==> config.mk <==
export PLATFORM = sky130hd
export DESIGN_NAME = water_level_ctrl_flat
export DESIGN_NICKNAME = d
export VERILOG_FILES = /design/src/rtl/water_level_if.sv /design/src/rtl/water_level_ctrl.sv /design/src/flat_wrapper.sv
export SDC_FILE = /design/constraint.sdc
export NUM_CORES = 1
export LEC_CHECK = 0
export CORE_ASPECT_RATIO = 1.4
export CORE_UTILIZATION = 48
export CTS_CLUSTER_DIAMETER = 120
export DETAILED_ROUTE_END_ITERATION = 8
export MAX_ROUTING_LAYER = met4
export PLACE_DENSITY = 0.82
export SYNTH_ARGS = -nofsm -noshare
export SYNTH_HDL_FRONTEND = slang
export SYNTH_SLANG_ARGS = --single-unit
==> constraint.sdc <==
create_clock -name clk -period 1.35 [get_ports clk]
set_input_delay 0.3375 -clock clk [delete_from_list [all_inputs] [get_ports clk]]
set_output_delay 0.3375 -clock clk [all_outputs]
set_load 0.02 [all_outputs]
==> src/rtl/water_level_if.sv <==
// Probe, display and pump signals between the tank pins and the level controller.
interface water_level_if #(
  parameter int NUM_LEVELS = 5,
  parameter int LW         = $clog2(NUM_LEVELS + 1)
);
  logic [NUM_LEVELS-1:0] sensor;
  logic [NUM_LEVELS-1:0] led;
  logic [LW-1:0]         level;
  logic                  alarm_low;
  logic                  alarm_high;
  logic                  fault;
  logic                  pump_on;

  modport master (
    output sensor,
    input  led, level, alarm_low, alarm_high, fault, pump_on
  );

  modport slave (
    input  sensor,
    output led, level, alarm_low, alarm_high, fault, pump_on
  );
endinterface

==> src/rtl/water_level_ctrl.sv <==
// Tank level monitor: synchronise and debounce probes, decode level/alarms/fault,
// and drive the pump through a hysteretic FSM.
//
// state    | meaning
// ---------+-----------------------------------------------
// ST_IDLE  | pump off, waiting for level to fall to LOW_THR
// ST_FILL  | pump on until level reaches HIGH_THR
// ST_FAULT | probes inconsistent, pump held off
module water_level_ctrl #(
  parameter int NUM_LEVELS      = 5,
  parameter int DEBOUNCE_CYCLES = 4,
  parameter int LOW_THR         = 1,
  parameter int HIGH_THR        = 4
) (
  input  logic          clk,
  input  logic          rst_n,
  water_level_if.slave  bus
);
  localparam int LW = $clog2(NUM_LEVELS + 1);
  localparam int CW = $clog2(DEBOUNCE_CYCLES + 1);
  localparam logic [CW-1:0] CNT_LAST = CW'(DEBOUNCE_CYCLES - 1);
  localparam logic [LW-1:0] LOW_L    = LW'(LOW_THR);
  localparam logic [LW-1:0] HIGH_L   = LW'(HIGH_THR);

  typedef enum logic [1:0] {
    ST_IDLE  = 2'd0,
    ST_FILL  = 2'd1,
    ST_FAULT = 2'd2
  } state_t;

  logic [NUM_LEVELS-1:0] s1, s2, filt;
  logic [CW-1:0]         cnt [NUM_LEVELS];

  logic [NUM_LEVELS-1:0] led_d, led_q;
  logic [LW-1:0]         level_d, level_q;
  logic                  fault_d, fault_q;
  logic                  alarm_low_q, alarm_high_q;

  state_t state_q, state_d;
  logic   pump_q;

  always_ff @(posedge clk) begin
    if (!rst_n) begin
      s1   <= '0;
      s2   <= '0;
      filt <= '0;
      for (int i = 0; i < NUM_LEVELS; i++) cnt[i] <= '0;
    end else begin
      s1 <= bus.sensor;
      s2 <= s1;
      // filt flips on the edge the mismatch count would reach DEBOUNCE_CYCLES
      for (int i = 0; i < NUM_LEVELS; i++) begin
        if (s2[i] == filt[i]) begin
          cnt[i] <= '0;
        end else if (cnt[i] == CNT_LAST) begin
          filt[i] <= ~filt[i];
          cnt[i]  <= '0;
        end else begin
          cnt[i] <= cnt[i] + 1'b1;
        end
      end
    end
  end

  always_comb begin
    logic acc;
    logic dry_below;
    level_d   = '0;
    led_d     = '0;
    fault_d   = 1'b0;
    acc       = 1'b0;
    dry_below = 1'b0;
    for (int i = 0; i < NUM_LEVELS; i++) begin
      if (filt[i]) level_d = LW'(i + 1);
      if (filt[i] && dry_below) fault_d = 1'b1;
      dry_below = dry_below | ~filt[i];
    end
    for (int i = NUM_LEVELS - 1; i >= 0; i--) begin
      acc      = acc | filt[i];
      led_d[i] = acc;
    end
  end

  always_ff @(posedge clk) begin
    if (!rst_n) begin
      led_q        <= '0;
      level_q      <= '0;
      fault_q      <= 1'b0;
      alarm_low_q  <= 1'b1;
      alarm_high_q <= 1'b0;
    end else begin
      led_q        <= led_d;
      level_q      <= level_d;
      fault_q      <= fault_d;
      alarm_low_q  <= (level_d <= LOW_L);
      alarm_high_q <= (level_d >= HIGH_L);
    end
  end

  always_comb begin
    state_d = state_q;
    case (state_q)
      ST_IDLE: begin
        if (fault_q)                 state_d = ST_FAULT;
        else if (level_q <= LOW_L)   state_d = ST_FILL;
      end
      ST_FILL: begin
        if (fault_q)                 state_d = ST_FAULT;
        else if (level_q >= HIGH_L)  state_d = ST_IDLE;
      end
      ST_FAULT: begin
        if (!fault_q)                state_d = ST_IDLE;
      end
      default:                       state_d = ST_IDLE;
    endcase
  end

  always_ff @(posedge clk) begin
    if (!rst_n) begin
      state_q <= ST_IDLE;
      pump_q  <= 1'b0;
    end else begin
      state_q <= state_d;
      pump_q  <= (state_d == ST_FILL);
    end
  end

  assign bus.led        = led_q;
  assign bus.level      = level_q;
  assign bus.alarm_low  = alarm_low_q;
  assign bus.alarm_high = alarm_high_q;
  assign bus.fault      = fault_q;
  assign bus.pump_on    = pump_q;
endmodule
==> src/flat_wrapper.sv <==
// flat-port wrapper written by rule: the top's interface ports become plain ports
module water_level_ctrl_flat 
#(
  parameter int NUM_LEVELS      = 5,
  parameter int DEBOUNCE_CYCLES = 4,
  parameter int LOW_THR         = 1,
  parameter int HIGH_THR        = 4
)
  (clk, rst_n, bus_sensor, bus_led, bus_level, bus_alarm_low, bus_alarm_high, bus_fault, bus_pump_on);
  water_level_if #(.NUM_LEVELS(NUM_LEVELS)) bus_i ();
  input  logic clk;
  input  logic rst_n;
  input wire logic [$bits(bus_i.sensor)-1:0] bus_sensor;
  output wire logic [$bits(bus_i.led)-1:0] bus_led;
  output wire logic [$bits(bus_i.level)-1:0] bus_level;
  output wire logic [$bits(bus_i.alarm_low)-1:0] bus_alarm_low;
  output wire logic [$bits(bus_i.alarm_high)-1:0] bus_alarm_high;
  output wire logic [$bits(bus_i.fault)-1:0] bus_fault;
  output wire logic [$bits(bus_i.pump_on)-1:0] bus_pump_on;
  assign bus_i.sensor = bus_sensor;
  assign bus_led = bus_i.led;
  assign bus_level = bus_i.level;
  assign bus_alarm_low = bus_i.alarm_low;
  assign bus_alarm_high = bus_i.alarm_high;
  assign bus_fault = bus_i.fault;
  assign bus_pump_on = bus_i.pump_on;
  water_level_ctrl #(.NUM_LEVELS(NUM_LEVELS), .DEBOUNCE_CYCLES(DEBOUNCE_CYCLES), .LOW_THR(LOW_THR), .HIGH_THR(HIGH_THR)) u_core (.clk(clk), .rst_n(rst_n), .bus(bus_i));
endmodule
-- Word level (Yosys, flattened, before mapping)
Memories as Yosys holds them, arrays and structs flattened.
Index checks and enable logic that the tools add are counted.
- bits of input ports: 7
- flip-flop bits (word level): 29
- memories kept: 1
- memory bits (writable): 15
- output and inout bits: 12
- eq/ne operators: 13
- bitwise logic cells: 32
- $lt $le $gt $ge: 4
- add/subtract/negate cells: 5
- reduce and logical (&&, ||, !) cells: 10
- muxes and demuxes: 86
- memories (name ; depth ; width ; read ports ; clocked after memory_dff ; write ports ; RTL line ; text):
    u_core.cnt ; 5 ; 3 ; 5 ; 0 ; 5 ; water_level_ctrl.sv:32 ; logic [CW-1:0] cnt [NUM_LEVELS];
- operator list (cell ; number):
    $mux W1 ; 61
    $mux W3 ; 17
    $or A1 B1 Y1 ; 22
    $add A3 B1 Y3 const B ; 5
    $eq A3 B2 Y1 const B ; 5
    $mux W2 ; 7
    $not A1 Y1 ; 10
    $reduce_and A2 Y1 ; 5
    $ge A3 B3 Y1 const B ; 2
    $le A3 B1 Y1 const B ; 2
    $pmux W2 S3 ; 1
    $eq A1 B1 Y1 ; 5
    $eq A2 B1 Y1 const B ; 2
    $logic_and A1 B1 Y1 ; 4
    $eq A2 B2 Y1 const B ; 1
    $logic_not A2 Y1 ; 1

-- Logic depth before layout (Yosys ltp)
Gate-level depths: netlist (run 1).
An unclocked memory read counts as a cell.
- depth in word-level cells: 8
- depth in mapped cells: 4

-- Worst setup path after synthesis (run 1)
Ideal clock, no wire load.
- path type: register -> register
- from: mem u_core.cnt[3][0] (netlist bit)
- to: mem u_core.cnt[3][0] (netlist bit) (data pin)
- setup slack: -65 ps
- cell stages (with the launch flop): 5
- data arrival time: 1279 ps
- data required time: 1214 ps
- path through: edfxtp_1 ha_1 ha_1 or3_4 nor2_2
- RTL lines (what ; RTL line):
    start, declared ; water_level_ctrl.sv:32

==> results of run 1 <==
-- where the power goes --
group	internal [W]	total (W)	leakage (nW)	switching [W]
registers	0.00135	0.00137	0.375	0.0000188
clock network	0.000554	0.000999	0.0585	0.000445
logic	0.0000991	0.000186	0.495	0.0000866
total	0.00201	0.00256	0.929	0.000550
-- state kept, by name, indices dropped and copies added, names as in the netlist --
name and count:
u_core.cnt 15, u_core.bus.led 5, u_core.filt 5, u_core.s1 5, u_core.s2 5, u_core.bus.level 2
u_core.state_q 2, u_core.bus.alarm_low 1, u_core.bus.fault 1, u_core.bus.pump_on 1
-- logic make-up (layout without fill, tap and decap cells) --
logic type / Yosys count / in the layout
simple gates: 43 / 43
flops: 42 / 42
buf+inv: 18 / 58
compound gates: 11 / 11
fa+ha+maj: 10 / 10
xor+xnor: 5 / 5
mux: 5 / 5
other cells: 1 / 15
-- path summary, 6_finish.rpt --
kind                    start          endpoint  cells after the start
min reg2reg      u_core.s1[3]      u_core.s2[3]                      1
max          u_core.cnt[2][0]  u_core.cnt[2][0]                      4
min              u_core.s1[3]      u_core.s2[3]                      1
max reg2reg  u_core.cnt[2][0]  u_core.cnt[2][0]                      4
-- worst register-to-register path: stages (launching register included) --
cell                       delay, ns
sky130_fd_sc_hd__edfxtp_1       0.41
sky130_fd_sc_hd__ha_2           0.22
sky130_fd_sc_hd__ha_4           0.15
sky130_fd_sc_hd__or3_4          0.36
sky130_fd_sc_hd__nor2_2         0.11
-- placed cells by master (no fill, tap or decap), types with 2 or more instances in the layout --
cell type,netlist,layout
sky130_fd_sc_hd__dfxtp_1,27,27
sky130_fd_sc_hd__buf_4,2,18
sky130_fd_sc_hd__edfxtp_1,15,15
sky130_fd_sc_hd__conb_1,1,15
sky130_fd_sc_hd__inv_1,13,13
sky130_fd_sc_hd__nor2_2,3,12
sky130_fd_sc_hd__and2_1,11,11
sky130_fd_sc_hd__nor2_1,21,10
sky130_fd_sc_hd__dlygate4sd2_1,0,7
sky130_fd_sc_hd__clkdlybuf4s50_1,0,6
sky130_fd_sc_hd__a21oi_1,5,5
sky130_fd_sc_hd__xnor2_1,5,5
sky130_fd_sc_hd__or3_4,1,5
sky130_fd_sc_hd__mux2i_1,5,5
sky130_fd_sc_hd__ha_2,0,5
sky130_fd_sc_hd__ha_4,0,5
sky130_fd_sc_hd__clkbuf_8,0,5
sky130_fd_sc_hd__clkbuf_2,0,3
sky130_fd_sc_hd__a31oi_1,2,2
sky130_fd_sc_hd__nor2_4,0,2
sky130_fd_sc_hd__clkdlybuf4s15_1,0,2
-- final cells by class --
cell class | count | area (um2)
tap | 39 | 48.8
clock inverter | 3 | 43.8
fill | 239 | 932
inverter | 14 | 52.6
sequential | 42 | 991
timing repair buffer | 36 | 292
multi-input combinational | 89 | 694
clock buffer | 5 | 68.8
-- layer usage --
metal | vias up | routed length (um) | share of wire (%) | global-route usage [%]
met1 | 485 | 1090 | 40 | 20.2
met4 | 0 | 72 | 2.7 | 10.2
met5 | - | 0 | 0 | -
li1 | 529 | - | - | -
met2 | 30 | 1400 | 52 | 27.9
met3 | 6 | 144 | 5.3 | 5.88
-- stage by stage --
stage	total power (W)	cell area [um2]	setup WS, ns	std cells	hold WS (ns)
after floorplan	0.00148	1670	0.00198	149	0.403
after global placement	0.00154	1960	-0.208	214	0.414
after detailed placement	0.00155	1960	-0.258	214	0.419
after CTS	0.00255	2140	-0.0166	225	0.438
after global routing	0.00265	2190	-0.0753	228	0.447
final	0.00256	2190	-0.0344	228	0.434
-- timing repair --
action,CTS,global route
endpoints found under the setup margin,27,20
gates cloned,0,0
resized for setup,28,14
buffers inserted,3,3
pin swaps,14,5
==> load_flow_metrics.sql, run 1 <==
INSERT INTO impl_metrics (metric_group, metric, value, unit) VALUES
('yosys', 'synth_simple_gate_area_share', '13.9', '%'),
('floorplan', 'core_region_area', '3120', 'um2'),
('run_status', 'violated_checks', 'setup timing', ''),
('yosys', 'netlist_area', '1580', 'um2'),
('sta', 'worst_slew_margin_rel', '63.2', '%'),
('detailed_routing', 'final_antenna_net_count', '0', ''),
('power_and_ir_drop', 'static-leakage-power', '0.929', 'nW'),
('yosys', 'top_cells_by_count_synth', 'sky130_fd_sc_hd__dfxtp_1 (27), sky130_fd_sc_hd__nor2_1 (21), sky130_fd_sc_hd__edfxtp_1 (15), sky130_fd_sc_hd__inv_1 (13), sky130_fd_sc_hd__and2_1 (11)', ''),
('sta', 'postLayoutSetupSlackWorst', '-0.0344', 'ns'),
('place', 'dp.final_hpwl', '1.79', 'mm'),
('yosys', 'synth-xor-area-share', '2.77', '%'),
('yosys', 'mux_contribution_to_synthesized_area', '3.16', '%'),
('detailed_routing', 'dr.first_iter.drc_count', '24', ''),
('detailed_routing', 'wirelength', '2.71', 'mm'),
('worst_setup_path', 'path_delay_family', 'simple AND/OR/NAND/NOR gates', ''),
('global_route', 'antenna_violations_before_repair', '0', ''),
('yosys', 'ys_seq_elements', '42', ''),
('floorplan', 'fp.dieW', '50.5', 'um'),
('floorplan', 'floorplan.die.height', '69.9', 'um'),
('worst_setup_path', 'crit_fanout', '3', ''),
('worst_setup_path', 'critical_path.max_stage_delay', '0.41', 'ns'),
('place', 'placement.io_buffers', '18', ''),
('floorplan', 'cell_row_count', '24', ''),
('yosys', 'synth.avg_cell_area', '11.7', 'um2'),
('floorplan', 'top_level_ports', '19', ''),
('sta', 'fin_tns_setup', '-0.152', 'ns'),
('sta', 'timing.fmax', '722', 'MHz'),
('yosys', 'sequential_fraction_of_the_synthesis_area', '62.6', '%'),
('job', 'cap_violations', '0', ''),
('sta', 'clock-skew-final', '0.00729', 'ns'),
('finish', 'area_delta_synth_final', '38.4', '%'),
('power_and_ir_drop', 'ir_worst_vdd', '0.00112', 'V'),
('yosys', 'yosys.cell_count.top_type', 'sky130_fd_sc_hd__dfxtp_1', ''),
('detailed_routing', 'detailedRoute.firstPassIterationCount', '4', ''),
('global_route', 'grt_first_pass_wirelength', '4.48', 'mm'),
('clock_network', 'cts_made_buffers', '5', ''),
('yosys', 'synthCells', '135', ''),
('worst_setup_path', 'series_of_cell_instances_along_the_critical_path', 'ha_2 > ha_4 > or3_4 > nor2_2', ''),
('global_route', 'grt_max_degree', '15', ''),
('yosys', 'synth_adder_area_share', '7.91', '%'),
('yosys', 'netlist.top_cell.by_area', 'sky130_fd_sc_hd__dfxtp_1', ''),
('clock_network', 'clock_tree.buffer_depth', '2', ''),
('clock_network', 'cts_num_sinks', '42', ''),
('sta', 'worst-slew-pin-transition', '0.545', 'ns'),
('clock_network', 'worst_skew_pair.late_latency', '0.31', 'ns'),
('worst_setup_path', 'cp.arrival', '1.55', 'ns'),
('run_status', 'status', 'complete, but fails checks', ''),
('clock_network', 'clock_tree_from_tritoncts', 'done', ''),
('worst_setup_path', 'required', '1.51', 'ns'),
('yosys', 'synth_edf_count', '15', ''),
('sta', 'setup_viol_count_final', '6', ''),
('clock_network', 'hold_buffers', '0', ''),
('yosys', 'synth.lib_cells_used.distinct', '25', ''),
('clock_network', 'clkSlewWorstSetupHoldPaths', '0.08', 'ns'),
('finish', 'postLayoutCoreUtil', '70.2', '%'),
('clock_network', 'cts_root_buf', 'sky130_fd_sc_hd__clkbuf_8', ''),
('global_route', 'grt_pass1_vias', '1043', ''),
('floorplan', 'floorplan.initialDensity', '50.7', '%'),
('worst_setup_path', 'critPathKind', 'register to register', ''),
('detailed_routing', 'vias_per_cell', '4.61', ''),
('yosys', 'total_number_of_yosys_warnings', '0', ''),
('yosys', 'synth.top_cells.by_area', 'sky130_fd_sc_hd__dfxtp_1 (34%), sky130_fd_sc_hd__edfxtp_1 (28%), sky130_fd_sc_hd__ha_1 (7.9%), sky130_fd_sc_hd__nor2_1 (5.0%), sky130_fd_sc_hd__and2_1 (4.3%)', ''),
('yosys', 'largest_family_of_logic_cells_by_synthesized_area', 'simple AND/OR/NAND/NOR gates', ''),
('floorplan', 'floorplan.die_area', '3530', 'um2'),
('sta', 'fin_crit_sh', '103', '%'),
('worst_setup_path', 'worst-path-buf-inv', '0', ''),
('detailed_routing', 'wire_per_inst', '11.9', 'um'),
('global_route', 'grt_util_all_layers', '18.1', '%'),
('detailed_routing', 'drc_errors_left', '0', ''),
('min_path', 'path_category_of_the_worst_min_delay_check', 'register to register', ''),
('worst_setup_path', 'setup.reg_to_reg.worst_slack', '-0.03', 'ns');
Note: power is estimated with default switching activity, not from simulation.
==> run 2, diff against run 1 <==
--- a/config.mk
+++ b/config.mk
@@ -8,9 +8,11 @@
 export CORE_ASPECT_RATIO = 1.4
 export CORE_UTILIZATION = 48
 export CTS_CLUSTER_DIAMETER = 120
+export CTS_CLUSTER_SIZE = 25
 export DETAILED_ROUTE_END_ITERATION = 8
 export MAX_ROUTING_LAYER = met4
 export PLACE_DENSITY = 0.82
+export SETUP_SLACK_MARGIN = 0.2
 export SYNTH_ARGS = -nofsm -noshare
 export SYNTH_HDL_FRONTEND = slang
 export SYNTH_SLANG_ARGS = --single-unit
==> load_flow_metrics.sql, run 2 (synthesized netlist as in run 1, its figures left out) <==
INSERT INTO impl_metrics (metric_group, metric, value, unit) VALUES
('sta', 'postLayoutSetupSlackWorst', '-0.00785', 'ns'),
('clock_network', 'htreeDepth', '2', ''),
('clock_network', 'worst_skew_pair.late_latency', '0.28', 'ns'),
('detailed_routing', 'wirelength', '2.57', 'mm'),
('global_route', 'grt_most_used_layer', 'met2', ''),
('global_route', 'grtUsageMet2', '31.7', '%'),
('floorplan', 'fp.dieW', '50.5', 'um'),
('global_route', 'antenna_violations_before_repair', '0', ''),
('sta', 'fin_tns_setup', '-0.00785', 'ns'),
('sta', 'finalMaxSlewViolations', '0', ''),
('worst_setup_path', 'required', '1.49', 'ns'),
('power_and_ir_drop', 'static-leakage-power', '0.923', 'nW'),
('detailed_routing', 'final_antenna_net_count', '0', ''),
('place', 'dp.final_hpwl', '1.80', 'mm'),
('worst_setup_path', 'crit_fanout', '3', ''),
('worst_setup_path', 'cp_endpoint_kind', 'register', ''),
('global_route', 'grt_max_degree', '16', ''),
('clock_network', 'clock_tree_from_tritoncts', 'done', ''),
('global_route', 'grt_pass1_vias', '1132', ''),
('min_path', 'path_category_of_the_worst_min_delay_check', 'register to register', ''),
('finish', 'final_common_cell', 'sky130_fd_sc_hd__dfxtp_1', ''),
('sta', 'fin_crit_sh', '101', '%'),
('floorplan', 'cell_row_count', '24', ''),
('place', 'placed_area', '1930', 'um2'),
('worst_setup_path', 'critPathKind', 'register to register', ''),
('finish', 'postLayoutCellArea', '2180', 'um2'),
('finish', 'max_flop_register', 'u_core.cnt', ''),
('clock_network', 'cts_num_sinks', '42', ''),
('finish', 'layout-drive-gt1-share', '36.7', '%'),
('min_path', 'worstHoldStart', 'u_core.state_q[0]', ''),
('sta', 'hold_viol_final', '0', ''),
('clock_network', 'cts_made_buffers', '5', ''),
('finish', 'largest_reg_flops', '15', ''),
('clock_network', 'cts_root_buf', 'sky130_fd_sc_hd__clkbuf_8', ''),
('detailed_routing', 'via_count', '1063', ''),
('sta', 'setup_repair_after_global_routing_missed_its_margin', 'yes', ''),
('detailed_routing', 'detailedRoute.firstPassIterationCount', '4', ''),
('sta', 'clock-skew-final', '0.00367', 'ns'),
('global_route', 'grt_first_pass_wirelength', '4.34', 'mm'),
('run_status', 'violated_checks', 'setup timing', ''),
('place', 'finalWeightedCongestion', '0.765', ''),
('clock_network', 'clkSlewWorstSetupHoldPaths', '0.07', 'ns'),
('floorplan', 'floorplan.die.height', '69.9', 'um'),
('worst_setup_path', 'setup.reg_to_reg.worst_slack', '-0.008', 'ns'),
('floorplan', 'floorplan.die_area', '3530', 'um2'),
('detailed_routing', 'vias_per_cell', '4.68', ''),
('detailed_routing', 'wire_per_inst', '11.3', 'um'),
('worst_setup_path', 'worst_r2r_endpoint', 'u_core.cnt[0][1]', ''),
('worst_setup_path', 'rr_startpoint', 'u_core.cnt[0][0]', ''),
('finish', 'commonest_non_fill_non_tap_cells_in_the_layout', 'sky130_fd_sc_hd__dfxtp_1 (24), sky130_fd_sc_hd__buf_4 (15), sky130_fd_sc_hd__edfxtp_1 (15), sky130_fd_sc_hd__conb_1 (15), sky130_fd_sc_hd__inv_1 (13)', ''),
('clock_network', 'hold_buffers', '0', ''),
('power_and_ir_drop', 'ir_worst_vdd', '0.000899', 'V'),
('job', 'cap_violations', '0', ''),
('detailed_routing', 'dr.first_iter.drc_count', '18', ''),
('worst_setup_path', 'worst_setup_path_start_kind', 'register', ''),
('min_path', 'whs_path_depth', '1', ''),
('sta', 'setup_viol_count_final', '1', ''),
('floorplan', 'core_region_area', '3120', 'um2'),
('min_path', 'min_to', 'u_core.state_q[1]', ''),
('power_and_ir_drop', 'pwr_density_cell', '1070', 'nW/um2'),
('global_route', 'grtUsageMet3', '3.92', '%'),
('finish', 'final_net_count', '204', ''),
('sta', 'timing.fmax', '736', 'MHz'),
('power_and_ir_drop', 'finalPower', '0.00233', 'W'),
('floorplan', 'top_level_ports', '19', ''),
('global_route', 'grt_overflow_total', '0', ''),
('worst_setup_path', 'cp.arrival', '1.50', 'ns'),
('finish', 'insertedDiodeCount', '0', ''),
('worst_setup_path', 'ff2ff_path_depth', '4', ''),
('global_route', 'global_route.usage.met1', '15.5', '%'),
('finish', 'area_delta_synth_final', '37.9', '%'),
('clock_network', 'clock_tree.buffer_depth', '2', ''),
('global_route', 'grt_util_all_layers', '17.0', '%'),
('run_status', 'status', 'complete, but fails checks', ''),
('floorplan', 'floorplan.initialDensity', '50.7', '%'),
('place', 'placement.io_buffers', '18', ''),
('detailed_routing', 'drc_errors_left', '0', ''),
('sta', 'timing.final.crit_period', '1.36', 'ns');
run 2: cell types whose count changed in the layout (fill, tap and decap cells not counted), sizes merged:
| cell | before | now |
|---|---|---|
| buf | 18 | 29 |
| bufinv | 1 | 0 |
| clkbuf | 8 | 7 |
| clkdlybuf4s15 | 2 | 0 |
| clkdlybuf4s50 | 6 | 5 |
| dlygate4sd2 | 7 | 1 |
| inv | 15 | 14 |
run 2: critical path: stages (launching register included):
cell and delay (ns):
sky130_fd_sc_hd__edfxtp_1 0.41, sky130_fd_sc_hd__ha_2 0.21, sky130_fd_sc_hd__ha_4 0.16, sky130_fd_sc_hd__or3_4 0.35, sky130_fd_sc_hd__nor2_2 0.10
run 2: through the flow:
stage | hold slack [ns] | std cells | setup WS (ns) | util, %
floorplan | 0.403 | 149 | 0.0233 | -
global placement | 0.414 | 208 | -0.254 | 61.9
detailed placement | 0.422 | 208 | -0.281 | 61.9
CTS | 0.434 | 221 | -0.0361 | 66.8
global route | 0.448 | 227 | -0.0420 | 69.9
finish | 0.431 | 227 | -0.00785 | 69.9
run 2: worst max path at each step:
stage                          start                to  slack [ns]  depth (start not counted)
CTS                 u_core.cnt[2][0]  u_core.cnt[2][1]       -0.04                          4
global route        u_core.cnt[2][0]  u_core.cnt[2][0]       -0.04                          4
finish              u_core.cnt[0][0]  u_core.cnt[0][1]      -0.008                          4
detailed placement             rst_n  u_core.cnt[1][0]       -0.28                          4
floorplan           u_core.cnt[3][0]  u_core.cnt[3][0]        0.02                          4
global placement               rst_n  u_core.cnt[3][0]       -0.25                          4
run 2: final cells by class:
type | count | area (um2)
sequential | 42 | 997
fill | 232 | 940
multi-input combinational | 89 | 706
timing repair buffer | 35 | 285
clock buffer | 7 | 86.3
inverter | 14 | 55.1
tap | 39 | 48.8
clock inverter | 1 | 5.00
run 2: timing repair:
action	4_1_cts	5_1_grt
pin swaps	20	12
gates resized for setup	68	15
gates cloned	0	0
setup buffers	5	6
setup endpoints to repair	36	25
endpoints found under the hold margin	0	0
run 2: metal layers:
| metal | vias up | wire length [um] |
|---|---|---|
| met5 | - | 0 |
| met4 | 0 | 65 |
| li1 | 529 | - |
| met3 | 7 | 100 |
| met2 | 26 | 1400 |
| met1 | 501 | 1000 |
run 2: power breakdown:
part	switching, W	internal [W]	total, W
Sequential	0.0000202	0.00135	0.00137
Combinational	0.0000840	0.0000953	0.000179
Clock	0.000372	0.000412	0.000784
